==> config.mk <==
export PLATFORM = sky130hd
export DESIGN_NAME = uart_cmd_regbank
export DESIGN_NICKNAME = d
export VERILOG_FILES = /design/src/rtl/uart_cmd_regbank.sv
export SDC_FILE = /design/constraint.sdc
export NUM_CORES = 1
export LEC_CHECK = 0
export CAP_MARGIN = 40
export CORE_MARGIN = 4
export CORE_UTILIZATION = 55
export DETAILED_ROUTE_END_ITERATION = 7
export MAX_ROUTING_LAYER = met4
export PLACE_DENSITY = 0.8
export SETUP_SLACK_MARGIN = 0.02
export SLEW_MARGIN = 0
export SYNTH_ARGS = -nofsm -noshare
export SYNTH_HDL_FRONTEND = slang
export SYNTH_SLANG_ARGS = --single-unit
==> constraint.sdc <==
create_clock -name clk -period 2.8 [get_ports clk]
set_input_delay 0.7 -clock clk [delete_from_list [all_inputs] [get_ports clk]]
set_output_delay 0.7 -clock clk [all_outputs]
set_load 0.05 [all_outputs]
==> src/rtl/uart_cmd_regbank.sv <==
// uart_cmd_regbank: parses ASCII E/W/R command lines into per-channel enable/mode registers and answers over the UART tx handshake
module uart_cmd_regbank #(
    parameter int NUM_CH      = 4,
    parameter int MODE_W      = 8,
    parameter int TIMEOUT_CYC = 96000,
    parameter bit EN_RST      = 1'b0
) (
    input  logic                     clk,
    input  logic                     rst,
    input  logic [7:0]               rxd_data,
    input  logic                     rxd_flag,
    output logic [7:0]               tx_data,
    output logic                     tx_en,
    input  logic                     tx_done,
    output logic [NUM_CH-1:0]        ch_enable,
    output logic [NUM_CH*MODE_W-1:0] ch_mode,
    output logic                     cmd_valid,
    output logic                     cmd_err,
    output logic                     rx_drop
);
    localparam int HEXD = MODE_W / 4;
    localparam int IW   = $clog2(HEXD + 3);
    localparam int TW   = $clog2(TIMEOUT_CYC + 1);
    localparam logic [7:0] CR = 8'h0D;
    localparam logic [7:0] LF = 8'h0A;

    typedef enum logic [2:0] {IDLE, CH, ARG, EOL, EXEC, RESP_LD, RESP_WT} state_t;
    typedef enum logic [1:0] {C_E, C_W, C_R} cmd_t;
    typedef enum logic [1:0] {K_OK, K_ER, K_RD} kind_t;

    state_t                    state_q, state_d;
    cmd_t                      cmd_q, cmd_d;
    kind_t                     kind_q, kind_d;
    logic [3:0]                ch_q, ch_d;
    logic [MODE_W-1:0]         arg_q, arg_d;
    logic [IW-1:0]             pos_q, pos_d;
    logic                      disc_q, disc_d;
    logic [TW-1:0]             tmo_q, tmo_d;
    logic [NUM_CH-1:0]         en_q, en_d;
    logic [NUM_CH*MODE_W-1:0]  mode_q, mode_d;
    logic [7:0]                tx_data_q, tx_data_d;
    logic                      tx_en_q, tx_en_d;
    logic                      cmd_valid_q, cmd_valid_d;
    logic                      cmd_err_q, cmd_err_d;
    logic                      rx_drop_q, rx_drop_d;

    logic [MODE_W-1:0] sel_mode;
    logic              sel_en, ok, last, busy, err;
    logic [3:0]        nib;
    logic [7:0]        hex_asc, resp_byte, lc;
    logic [4:0]        hx;

    // {valid, value} for an ASCII hex digit
    function automatic logic [4:0] hexv(input logic [7:0] b);
        if (b >= "0" && b <= "9") return {1'b1, b[3:0]};
        if ((b | 8'h20) >= "a" && (b | 8'h20) <= "f") return {1'b1, b[3:0] + 4'd9};
        return 5'd0;
    endfunction

    always_comb begin
        sel_mode = '0;
        sel_en   = 1'b0;
        nib      = 4'd0;
        for (int k = 0; k < NUM_CH; k++)
            if (ch_q == 4'(k)) begin
                sel_mode = mode_q[k*MODE_W +: MODE_W];
                sel_en   = en_q[k];
            end
        for (int d = 0; d < HEXD; d++)
            if (pos_q == IW'(d)) nib = sel_mode[(HEXD-1-d)*4 +: 4];
        hex_asc   = (nib < 4'd10) ? {4'h3, nib} : 8'h37 + {4'h0, nib};
        ok        = kind_q == K_OK;
        resp_byte = (kind_q == K_RD) ?
                    ((pos_q < IW'(HEXD)) ? hex_asc : (pos_q == IW'(HEXD)) ? {7'h18, sel_en} :
                     (pos_q == IW'(HEXD + 1)) ? CR : LF) :
                    ((pos_q == IW'(0)) ? (ok ? "O" : "E") : (pos_q == IW'(1)) ? (ok ? "K" : "R") :
                     (pos_q == IW'(2)) ? CR : LF);
        last      = pos_q == ((kind_q == K_RD) ? IW'(HEXD + 2) : IW'(3));
    end

    always_comb begin
        state_d     = state_q;
        cmd_d       = cmd_q;
        kind_d      = kind_q;
        ch_d        = ch_q;
        arg_d       = arg_q;
        pos_d       = pos_q;
        disc_d      = disc_q;
        tmo_d       = tmo_q;
        en_d        = en_q;
        mode_d      = mode_q;
        tx_data_d   = tx_data_q;
        tx_en_d     = 1'b0;
        cmd_valid_d = 1'b0;
        cmd_err_d   = 1'b0;
        busy        = state_q inside {EXEC, RESP_LD, RESP_WT};
        rx_drop_d   = busy && rxd_flag;
        hx          = hexv(rxd_data);
        lc          = rxd_data | 8'h20;
        err         = disc_q || {1'b0, ch_q} >= 5'(NUM_CH);
        if (state_q inside {CH, ARG, EOL}) begin
            tmo_d = rxd_flag ? '0 : tmo_q + 1'b1;
            if (!rxd_flag && tmo_q == TW'(TIMEOUT_CYC - 1)) begin
                state_d = IDLE;
                tmo_d   = '0;
            end
        end
        // discard mode is EOL with disc set: everything up to LF is swallowed
        if (rxd_flag && !busy && rxd_data != CR) begin
            case (state_q)
                IDLE: if (rxd_data != LF) begin
                    cmd_d   = (lc == "w") ? C_W : (lc == "r") ? C_R : C_E;
                    disc_d  = !(lc inside {"e", "w", "r"});
                    state_d = (lc inside {"e", "w", "r"}) ? CH : EOL;
                    arg_d   = '0;
                    pos_d   = '0;
                end
                CH: begin
                    ch_d    = hx[3:0];
                    disc_d  = !hx[4];
                    state_d = (rxd_data == LF) ? EXEC : (hx[4] && cmd_q != C_R) ? ARG : EOL;
                end
                ARG: if (rxd_data == LF) begin
                    disc_d  = 1'b1;
                    state_d = EXEC;
                end else if (cmd_q == C_E) begin
                    arg_d   = MODE_W'(rxd_data[0]);
                    disc_d  = !(rxd_data inside {"0", "1"});
                    state_d = EOL;
                end else if (!hx[4]) begin
                    disc_d  = 1'b1;
                    state_d = EOL;
                end else begin
                    arg_d   = (arg_q << 4) | MODE_W'(hx[3:0]);
                    pos_d   = pos_q + 1'b1;
                    state_d = (pos_q == IW'(HEXD - 1)) ? EOL : ARG;
                end
                EOL: begin
                    disc_d  = disc_q || rxd_data != LF;
                    state_d = (rxd_data == LF) ? EXEC : EOL;
                end
                default: ;
            endcase
        end
        if (state_q == EXEC) begin
            cmd_err_d   = err;
            cmd_valid_d = !err;
            kind_d      = err ? K_ER : (cmd_q == C_R) ? K_RD : K_OK;
            for (int k = 0; k < NUM_CH; k++)
                if (!err && ch_q == 4'(k)) begin
                    if (cmd_q == C_E) en_d[k] = arg_q[0];
                    if (cmd_q == C_W) mode_d[k*MODE_W +: MODE_W] = arg_q;
                end
            pos_d   = '0;
            state_d = RESP_LD;
        end
        if (state_q == RESP_LD) begin
            tx_en_d   = 1'b1;
            tx_data_d = resp_byte;
            state_d   = RESP_WT;
        end
        if (state_q == RESP_WT && tx_done) begin
            state_d = last ? IDLE : RESP_LD;
            pos_d   = pos_q + 1'b1;
        end
    end

    always_ff @(posedge clk) begin
        if (rst) begin
            state_q     <= IDLE;
            cmd_q       <= C_E;
            kind_q      <= K_OK;
            ch_q        <= '0;
            arg_q       <= '0;
            pos_q       <= '0;
            disc_q      <= 1'b0;
            tmo_q       <= '0;
            en_q        <= {NUM_CH{EN_RST}};
            mode_q      <= '0;
            tx_data_q   <= '0;
            tx_en_q     <= 1'b0;
            cmd_valid_q <= 1'b0;
            cmd_err_q   <= 1'b0;
            rx_drop_q   <= 1'b0;
        end else begin
            state_q     <= state_d;
            cmd_q       <= cmd_d;
            kind_q      <= kind_d;
            ch_q        <= ch_d;
            arg_q       <= arg_d;
            pos_q       <= pos_d;
            disc_q      <= disc_d;
            tmo_q       <= tmo_d;
            en_q        <= en_d;
            mode_q      <= mode_d;
            tx_data_q   <= tx_data_d;
            tx_en_q     <= tx_en_d;
            cmd_valid_q <= cmd_valid_d;
            cmd_err_q   <= cmd_err_d;
            rx_drop_q   <= rx_drop_d;
        end
    end

    assign tx_data   = tx_data_q;
    assign tx_en     = tx_en_q;
    assign ch_enable = en_q;
    assign ch_mode   = mode_q;
    assign cmd_valid = cmd_valid_q;
    assign cmd_err   = cmd_err_q;
    assign rx_drop   = rx_drop_q;
endmodule
==> out/summary.txt <==
Outcome -> finished, final reports clean
Number of hold violations in the final report -> 0
Mean instance size in the synthesized netlist -> 8.18 sq um
Amount of wire on met3 after detailed routing -> 655 microns
Final setup violation count -> 0
Highest layer used for signal routing -> met4
H-tree Lvls -> 3
Clock latency at the later pin of the worst-skew pair -> 0.38 ns
Crit-path most repeated cell -> sky130_fd_sc_hd__ha_1
Setup repair after global routing missed its margin -> no
Met1 wire length -> 5.43 mm
Leading cell types in the layout, fill and taps excluded -> sky130_fd_sc_hd__dfxtp_1, sky130_fd_sc_hd__nand2_1, sky130_fd_sc_hd__nor2_1
Leakage Power -> 2.06 nW
Cell family with most CP delay -> simple AND/OR/NAND/NOR gates
R2R depth -> 9
Post-DP HPWL -> 8.96 mm
Number of nets produced by synthesis -> 585
Drt first pass iters -> 5
Number of slew-limit violations in the final report -> 0
Total congestion overflow -> 0
Register area -> 0.00174 sq mm
Buffers and inverters on the worst path -> 1
Number of buffers created by CTS -> 9
Global Route Usage Sum -> 25.7%
Floorplan die width -> 99.4 microns
Hold WC Path Type -> flop to flop
First-iteration detailed-routing DRC count -> 271
Most common library cell in the layout ignoring fill and taps -> sky130_fd_sc_hd__dfxtp_1
Initial standard-cell utilization of the core -> 56.2%
Wire length of the first global-routing pass -> 20.1 mm
Wire length after detailed routing -> 12.2 mm
DRC Markers -> 0
Maximum clock skew at final layout -> 0.0227 ns
I/O Pins -> 60
Hold WS -> 0.467 ns
Final Wtd Congestion -> 0.915
Cell depth of the worst setup path -> 9
Slowest-stage cell, CP -> sky130_fd_sc_hd__dfxtp_1
Post-route ant nets -> 0
Footprint of the multi-input gates -> 0.00267 sq mm
Transition time at the pin with the least slew margin -> 0.594 ns
Area growth, synth to finish -> 21.0%
Post-CTS setup buffers -> 0
Count of inserted antenna diode cells -> 0
Sum of internal, switching and leakage power -> 2.40 mW
Ys flop type -> sky130_fd_sc_hd__dfxtp_1
Non-filler instance count after layout -> 735
Floorplan row count -> 33
Startpoint kind of the worst setup timing path -> flop
Share of synthesized area occupied by flip-flops and latches -> 37.9%
Core region area -> 0.00818 sq mm
Cell area after layout -> 0.00556 sq mm
Clock input transition at the sequential cells of the worst setup and hold paths -> 0.10 ns
Summed instance area of the synthesized netlist -> 0.00460 sq mm
Share of cells above drive strength 1 -> 10.2%
Data arrival time at the worst-slack endpoint -> 2.82 ns
Minimum period implied by the final worst setup slack -> 2.56 ns
Peak clock frequency supported by timing -> 390 MHz
Final net count -> 648
Die Footprint -> 0.00988 sq mm
Pwr Density -> 431 mW/mm^2
Internal reg-to-reg setup slack -> 0.24 ns
Period Utilization, post-route -> 91.6%
CTS Sinks -> 87
Total of warnings raised by yosys -> 0
Count of filler cells inserted in the layout -> 667
Pin count of the biggest net entering global routing -> 54
Initial antenna violation count -> 0
Placed instance area -> 0.00535 sq mm
Total number of vias -> 4,395
Root Buffer -> sky130_fd_sc_hd__clkbuf_8
Via count of the first global-routing pass -> 4,108
Async set or reset register ratio after synthesis -> 0%
Met2 wire len -> 5.96 mm
Number of distinct standard cells referenced by the synthesized netlist -> 68
Maximum buffer depth of the clock tree -> 2
Detailed-route wire length per cell -> 16.6 microns
Syn Inst Count -> 562
TritonCTS clock tree -> done
Setup CP Type -> flop to flop
Largest stage delay, worst path -> 0.51 ns
Total of max-cap violations -> 0
Number of cells in the design after placement -> 719
Worst path cell trace -> inv_1, ha_1, nor3b_2, nand2_1, o21a_1, ha_1, and4b_1, o2111ai_1, o211ai_1
Post-synth EDFFs -> 0
Max VDD drop -> 0.298 mV
Worst setup EP type -> flop
Critical path data required time -> 3.05 ns
Critical path fanouts, max -> 8
Worst slew slack as a fraction of its limit -> 60.1%
Synthesized flop and latch total -> 87
Chip Height -> 99.4 microns
Detailed-route vias per instance -> 5.98
Number of buffers added on ports -> 58
Number of cells traversed by the worst hold path -> 2
==> tightest hold or removal path, stage by stage, from the launching register on <==
cell and delay [ns]:
sky130_fd_sc_hd__dfxtp_1 0.34, sky130_fd_sc_hd__nand2_1 0.04, sky130_fd_sc_hd__o21ai_0 0.05
==> where the power goes <==
| group | switching [mW] | leakage (nW) | internal [mW] |
|---|---|---|---|
| Combinational | 0.137 | 1.26 | 0.0948 |
| Sequential | 0.0189 | 0.702 | 1.25 |
| Clock | 0.548 | 0.0990 | 0.353 |
==> synth_stat cells, drive strengths merged (2+ instances only) <==
master  instances  area, sq um
a22oi           2         15.0
or3b            2         17.5
nor3b           5         37.5
or3             4         25.0
o31ai           4         30.0
inv            14         52.6
and4            3         26.3
o21bai          2         15.0
nand2          85          319
buf            12         73.8
nor4            5         37.5
clkbuf         17         63.8
o211ai          3         22.5
or2             2         12.5
o22ai           7         57.6
a31o            2         17.5
nand4b          2         17.5
nand2b          7         43.8
and2            8         50.1
nand4           3         18.8
nand3          24          120
or4             2         15.0
a31oi          10         62.6
xor2           10         87.6
a211oi          7         57.6
a221oi          3         26.3
dfxtp          87         1740
a21oi          47          250
mux2            6         67.6
nor2           63          236
ha             11          138
nand3b          4         30.0
mux4            3         67.6
and3            7         43.8
a21o            3         22.5
xnor2           3         26.3
mux2i          26          260
nor2b           6         37.5
o21ai          18         90.1
nor3           15         85.1
==> state kept, by name, indices dropped and copies added, names as in the netlist <==
name / flops
rx_drop: 1
arg_q: 8
tmo_q: 17
pos_q: 3
ch_q: 4
cmd_valid: 1
kind_q: 2
cmd_q: 2
ch_enable: 4
ch_mode: 32
disc_q: 1
tx_en: 1
cmd_err: 1
tx_data: 7
state_q: 3
==> metrics by stage <==
stage          worst slack, ns  setup TNS [ns]  util, %
6_report                 0.235               0     68.0
5_1_grt                 0.0592               0     68.0
4_1_cts                  0.174               0     67.9
3_5_place_dp            -0.180           -1.24     65.4
3_3_place_gp            -0.141           -1.24     65.4
2_1_floorplan            0.461               0        -
==> final cells by class <==
type	count	share of cell area [%]
clock buffer	9	2.23
inverter	14	0.945
timing repair buffer	81	13.7
sequential	87	31.3
tap	105	2.36
clock inverter	7	1.44
multi-input combinational	432	48.0
==> cells by family after synthesis <==
kind of cell    share of synthesized area [%]
compound gates                           17.6
fa+ha+maj                                2.99
mux                                      8.60
xor+xnor                                 2.48
buf+inv                                  4.14
simple gates                             26.2
flops                                    37.9
other cells                            0.0816
==> path summary, 6_finish.rpt <==
check / from / endpoint
worst max-delay path: pos_q[1]$_SDFFE_PP0P_ / tx_data[2]$_SDFFE_PP0P_
worst min-delay path: tx_data[3]$_SDFFE_PP0P_ / tx_data[3]$_SDFFE_PP0P_
worst min register to register: tx_data[3]$_SDFFE_PP0P_ / tx_data[3]$_SDFFE_PP0P_
worst max register to register: pos_q[1]$_SDFFE_PP0P_ / tx_data[2]$_SDFFE_PP0P_
==> timing repair <==
item,4_1_cts,5_1_grt
hold endpoints to repair,0,0
resized for setup,0,2
endpoints found under the setup margin,0,7
hold buffers,0,0
==> routing by layer <==
layer	GRT usage [%]	vias up
li1	-	2120
met1	33.8	2097
met2	41.4	165
met3	3.65	13
met4	7.25	0
met5	-	-
(Power assumes the default switching activity.)
